--- src/rtl/block_plotter.sv ---
// Plots one SIZE x SIZE colour square on the VGA adapter, one pixel per clock in raster order.
// Pixels that fall off the visible screen keep their cycle but are not written.
//
// state | meaning
// IDLE  | waiting for a cell request, req_ready high
// DRAW  | scanning the square, one pixel per cycle
// DONE  | square finished, done pulses for one cycle
module block_plotter #(
  parameter int SIZE     = 4,
  parameter int X_W      = 8,
  parameter int Y_W      = 7,
  parameter int C_W      = 3,
  parameter int SCREEN_W = 160,
  parameter int SCREEN_H = 120
) (
  input  logic           clock,
  input  logic           reset_n,
  input  logic           req_valid,
  output logic           req_ready,
  input  logic [X_W-1:0] req_x,
  input  logic [Y_W-1:0] req_y,
  input  logic [C_W-1:0] req_color,
  output logic [X_W-1:0] vga_x,
  output logic [Y_W-1:0] vga_y,
  output logic [C_W-1:0] vga_colour,
  output logic           vga_plot,
  output logic           busy,
  output logic           done
);

  localparam int CNT_W = (SIZE > 1) ? $clog2(SIZE) : 1;
  localparam logic [CNT_W-1:0] LAST = CNT_W'(SIZE - 1);

  typedef enum logic [1:0] {IDLE, DRAW, DONE} state_t;

  state_t         state, state_nxt;
  logic [X_W-1:0] base_x;
  logic [Y_W-1:0] base_y;
  logic [C_W-1:0] base_c;
  logic [CNT_W-1:0] cx, cy;
  logic [X_W:0]   sum_x;
  logic [Y_W:0]   sum_y;
  logic           last_px;

  assign last_px = (cx == LAST) && (cy == LAST);

  always_ff @(posedge clock) begin
    if (!reset_n) state <= IDLE;
    else          state <= state_nxt;
  end

  always_comb begin
    state_nxt = state;
    case (state)
      IDLE:    if (req_valid) state_nxt = DRAW;
      DRAW:    if (last_px)   state_nxt = DONE;
      DONE:    state_nxt = IDLE;
      default: state_nxt = IDLE;
    endcase
  end

  // Counters stop on the last pixel so the outputs keep showing it after DRAW.
  always_ff @(posedge clock) begin
    if (!reset_n) begin
      base_x <= '0;
      base_y <= '0;
      base_c <= '0;
      cx     <= '0;
      cy     <= '0;
    end else if (state == IDLE && req_valid) begin
      base_x <= req_x;
      base_y <= req_y;
      base_c <= req_color;
      cx     <= '0;
      cy     <= '0;
    end else if (state == DRAW && !last_px) begin
      if (cx == LAST) begin
        cx <= '0;
        cy <= cy + 1'b1;
      end else begin
        cx <= cx + 1'b1;
      end
    end
  end

  // One extra bit keeps right/bottom overflow from wrapping back onto the screen.
  assign sum_x = {1'b0, base_x} + (X_W+1)'(cx);
  assign sum_y = {1'b0, base_y} + (Y_W+1)'(cy);

  assign vga_x      = sum_x[X_W-1:0];
  assign vga_y      = sum_y[Y_W-1:0];
  assign vga_colour = base_c;
  assign vga_plot   = (state == DRAW) && (sum_x < (X_W+1)'(SCREEN_W))
                      && (sum_y < (Y_W+1)'(SCREEN_H));
  assign req_ready  = (state == IDLE);
  assign busy       = (state == DRAW) || (state == DONE);
  assign done       = (state == DONE);

endmodule

--- config.mk ---
export PLATFORM = sky130hd
export DESIGN_NAME = block_plotter
export DESIGN_NICKNAME = d
export VERILOG_FILES = /design/src/rtl/block_plotter.sv
export SDC_FILE = /design/constraint.sdc
export NUM_CORES = 1
export LEC_CHECK = 0
export ABC_AREA = 1
export BUFFER_PORTS_ARGS = -buffer_cell sky130_fd_sc_hd__buf_2
export CORE_MARGIN = 4
export CORE_UTILIZATION = 38
export CTS_CLUSTER_SIZE = 8
export DETAILED_ROUTE_END_ITERATION = 8
export GPL_ROUTABILITY_DRIVEN = 1
export PLACE_DENSITY = 0.64
export SKIP_LAST_GASP = 1
export SLEW_MARGIN = 0
export SYNTH_ARGS = -nofsm -noshare
export SYNTH_HDL_FRONTEND = slang
export SYNTH_SLANG_ARGS = --single-unit
export TNS_END_PERCENT = 20
--- constraint.sdc ---
create_clock -name clock -period 1.95 [get_ports clock]
set_input_delay 0.0975 -clock clock [delete_from_list [all_inputs] [get_ports clock]]
set_output_delay 0.0975 -clock clock [all_outputs]
set_load 0.02 [all_outputs]
# After elaboration in Yosys (flattened, before gate mapping)
# Cells that the tools add are included.
# word_totals
register_bits,24
wordCells,34
# classes
addsub,4
order_cmp,2
n_eq_ne,6
mux,4
bitwise_logic,1
reduce_logical,11
# op_table
op,n
adder 8 x 2 -> 9 bit,1
less-than comparator 9 x 8 -> 1 bit (second input constant),1
adder 7 x 2 -> 8 bit,1
less-than comparator 8 x 7 -> 1 bit (second input constant),1
== test 2 bit (second input constant),3
two-way mux 2 bit,3
logical AND 1 bit,5
adder 2 x 1 -> 2 bit (second input constant),2
inequality test 2 bit (second input constant),2
case mux 2 bit (2 select lines),1
AND reduction 2 bit,2
== test 2 x 1 -> 1 bit (second input constant),1
logical NOT 2 bit,1
OR reduction 2 bit,1
logical NOT 1 bit,1
logical OR 1 bit,1
NOT 1 bit,1

# Longest topological paths before layout
# logic_depth
word_depth,5
ltp_mapped,12
mapped_depth_nobuf,12

# Worst setup path after synthesis
# Ideal clock, no wire load.
# synth_path
path_kind,register -> output
startpoint,register cx[0]
endpoint,output port vga_plot
arrival_time_ns,1.627
path_slack_ns,0.226
path_stages_with_launch,13
cell_sequence,dfxtp_1 > ha_1 > inv_1 > fa_1 > inv_1 > nand2_1 > inv_1 > nand3_1 > nand2_1 > nand2_1 > nand2_1 > inv_1 > nor2_2
# synth_via
elab_chain_len,4
# synth_rtl
item,line_no,rtl
from (decl),40,"logic [CNT_W-1:0] cx, cy;"
from (signal assigned),81,cx <= cx + 1'b1;
adder 8 x 2 -> 9 bit,87,"assign sum_x = {1'b0, base_x} + (X_W+1)'(cx);"
less-than comparator 9 x 8 -> 1 bit,93,assign vga_plot = (state == DRAW) && (sum_x < (X_W+1)'(SCREEN_W))
logical AND 1 bit,93,
logical AND 1 bit,94,&& (sum_y < (Y_W+1)'(SCREEN_H));
to (decl),26,"output logic vga_plot,"
# Every way passes these cells.

# Final worst setup path
# layout_path
startpoint,register cy[0]
endpoint,output port vga_plot
# layout_via
elab_chain_len,3
# layout_rtl
item,line_no,rtl
from (decl),40,
from (signal assigned),79,cy <= cy + 1'b1;
adder 7 x 2 -> 8 bit,88,"assign sum_y = {1'b0, base_y} + (Y_W+1)'(cy);"
less-than comparator 8 x 7 -> 1 bit,94,
logical AND 1 bit,94,
# Every way passes these cells.

==> reports/qor.yml <==
multi_input_area_sq_um: 796
final-seq-area_sq_um: 485
drtPass1Iterations: 4
nFillCells: 360
synthDominantCellAreaShare_pct: 35.9
rsz0062_at_grt: "yes"
max_slew.worst_pin.slew_ps: 332
pre_cts_slack_ps: 101
die_h_um: 67.4
final_common_cell: "buf_2"
setup_violations: 2
final_util_pct: 51.6
clock_sinks: 24
postCtsHoldBufs: 0
syn_area_per_cell_sq_um: 7.02
finalCriticalPeriod_ps: 2020
cts_root_buffer: "clkbuf_4"
grt_use_total_pct: 14.4
via_count: 1305
worstSetupEndpointType: "output port"
ys_seq_elements: 24
netlist_instances: 191
vdd_ir_drop_max_v: 0.000350
antenna_cells: 0
yosys.area.top_type: "dfxtp_1"
post_drt_wl_per_cell_um: 10.7
setup_slack_ps: -65.1
grt_overflow: 0
yosys_warnings: 0
hpwl_um: 2240
cts.path.max_buffers: 2
crit_type: "reg2out"
drtIter0Drc: 23
placed_area_sq_um: 1600
violations: "setup timing"
die_w_um: 67.4
finalHoldViolations: 0
drc: 0
hold_path_class: "in2reg"
fin_crit_sh_pct: 103
via_per_inst: 4.58
cp.required_ps: 1850
grt_pass1_vias: 1208
power.leakage_nw: 0.885
wl_um: 3060
design_area_sq_um: 1740
synthTopCellsByArea: "dfxtp_1, nor2_1, nand2_1"
stdcell_count: 285
ios: 43
dieArea_sq_um: 4540
numCtsBuffers: 3
finalNetCount: 273
finClkSkew_ps: 3.58
dp.cells: 276
antenna_found_initial: 0
layout-drive-gt1-share_pct: 33.9
syn_area_sq_um: 1340
layout_common_cells: "buf_2, nor2_1, nand2_1"
clock.fmax_mhz: 496
cts_max_level: 1
grt_pass1_wl_um: 5060
crit_fanout: 3
io_buffer_count: 42
clk_latency_ps: 310
cts_tree: "done"
crit_arrival_ps: 1920
powerDensity_nw_per_um2: 769
outcome: "complete, but fails checks"
finalSetupTns_ps: -125
antenna_left: 0
clk_pin_slew_ps: 130
drv_cap: 0
synth_fp_nets: 223
rows: 21
initial_core_util_pct: 39.8
core_sq_um: 3360
cp-start-kind: "flop"
syn2layout_area_growth_pct: 29.5
maxSlewHeadroom_pct: 77.9
grt_max_degree: 24
ys_types: 23
gp_congestion: 0.812
maxSlewViolCount: 0
ys_seq_area_share_pct: 35.9
==> cells by family after synthesis <==
group           count (synthesis)  share of synthesized area [%]
buf+inv                        31                           8.87
fa+ha+maj                      11                           11.4
flops                          24                           35.9
simple gates                   86                           27.3
compound gates                 33                           12.7
xor+xnor                        6                           3.92
==> worst max-delay path: stages (launching register included) <==
cell	delay, ps
dfxtp_2	370
ha_4	170
fa_2	410
nand3_2	80
nand2_1	50
nand2_1	80
nor2_1	50
nand2_1	70
nand3_2	70
nor2_2	110
buf_6	130
==> worst paths after layout <==
kind	startpoint	cells after the start	slack (ps)	end
worst max-delay path	cy[0]	10	-70	vga_plot
worst min register to register	state[0]	2	490	state[0]
worst min-delay path	req_color[1]	3	10	vga_colour[1]
worst max register to register	cx[0]	8	600	cy[0]
==> stage by stage <==
| step | total power, mW | hold WS (ps) |
|---|---|---|
| after detailed placement | 1.10 | 342 |
| after floorplan | 0.958 | 229 |
| final | 1.33 | 12.8 |
| after CTS | 1.34 | 7.66 |
| after global routing | 1.44 | 10.5 |
| after global placement | 1.10 | 333 |
==> cell type report <==
type / count / area share [%]
Clock buffer: 3 / 1.30
Inverter: 26 / 5.62
Multi-Input combinational cell: 136 / 45.9
Sequential cell: 24 / 28.0
Tap cell: 46 / 3.32
Timing Repair Buffer: 50 / 15.9
==> timing repair <==
action	4_1_cts	5_1_grt
resized for setup	9	13
setup buffers	2	4
pin swaps	2	10
endpoints found under the setup margin	3	3
==> state kept, by name, indices dropped and copies added, names as in the netlist <==
register,cells
cx,2
state,2
base_y,7
base_x,8
cy,2
vga_colour,3
==> layer usage <==
metal / global-route usage (%) / vias to the layer above / part of all wire, %
met2: 22.9 / 40 / 42
met4: 4.05 / 0 / 1.3
met5: 0 / - / 0
li1: - / 699 / -
met1: 18.8 / 560 / 49
met3: 4.33 / 6 / 7.5
==> where the power goes <==
part           switching, mW  total, mW  internal, mW
clock network          0.147      0.219        0.0722
registers             0.0646      0.622         0.558
logic                  0.311      0.493         0.183
==> synthesized netlist by cell type <==
library cell and n:
nor2_4 1, nor2_2 1, nand2_1 32, o21bai_1 1, inv_2 5, nor2_1 36, ha_1 9, xnor2_1 2
nand3_1 11, nand2_4 1, o21ai_0 16, nand3b_1 1, inv_1 21, clkbuf_1 3, fa_1 2, buf_2 2
dfxtp_1 24, nand2_2 2, o21ai_1 5, xor2_1 4, nand4_1 1, a21oi_1 10, a211oi_1 1
(Power assumes the default switching activity.)
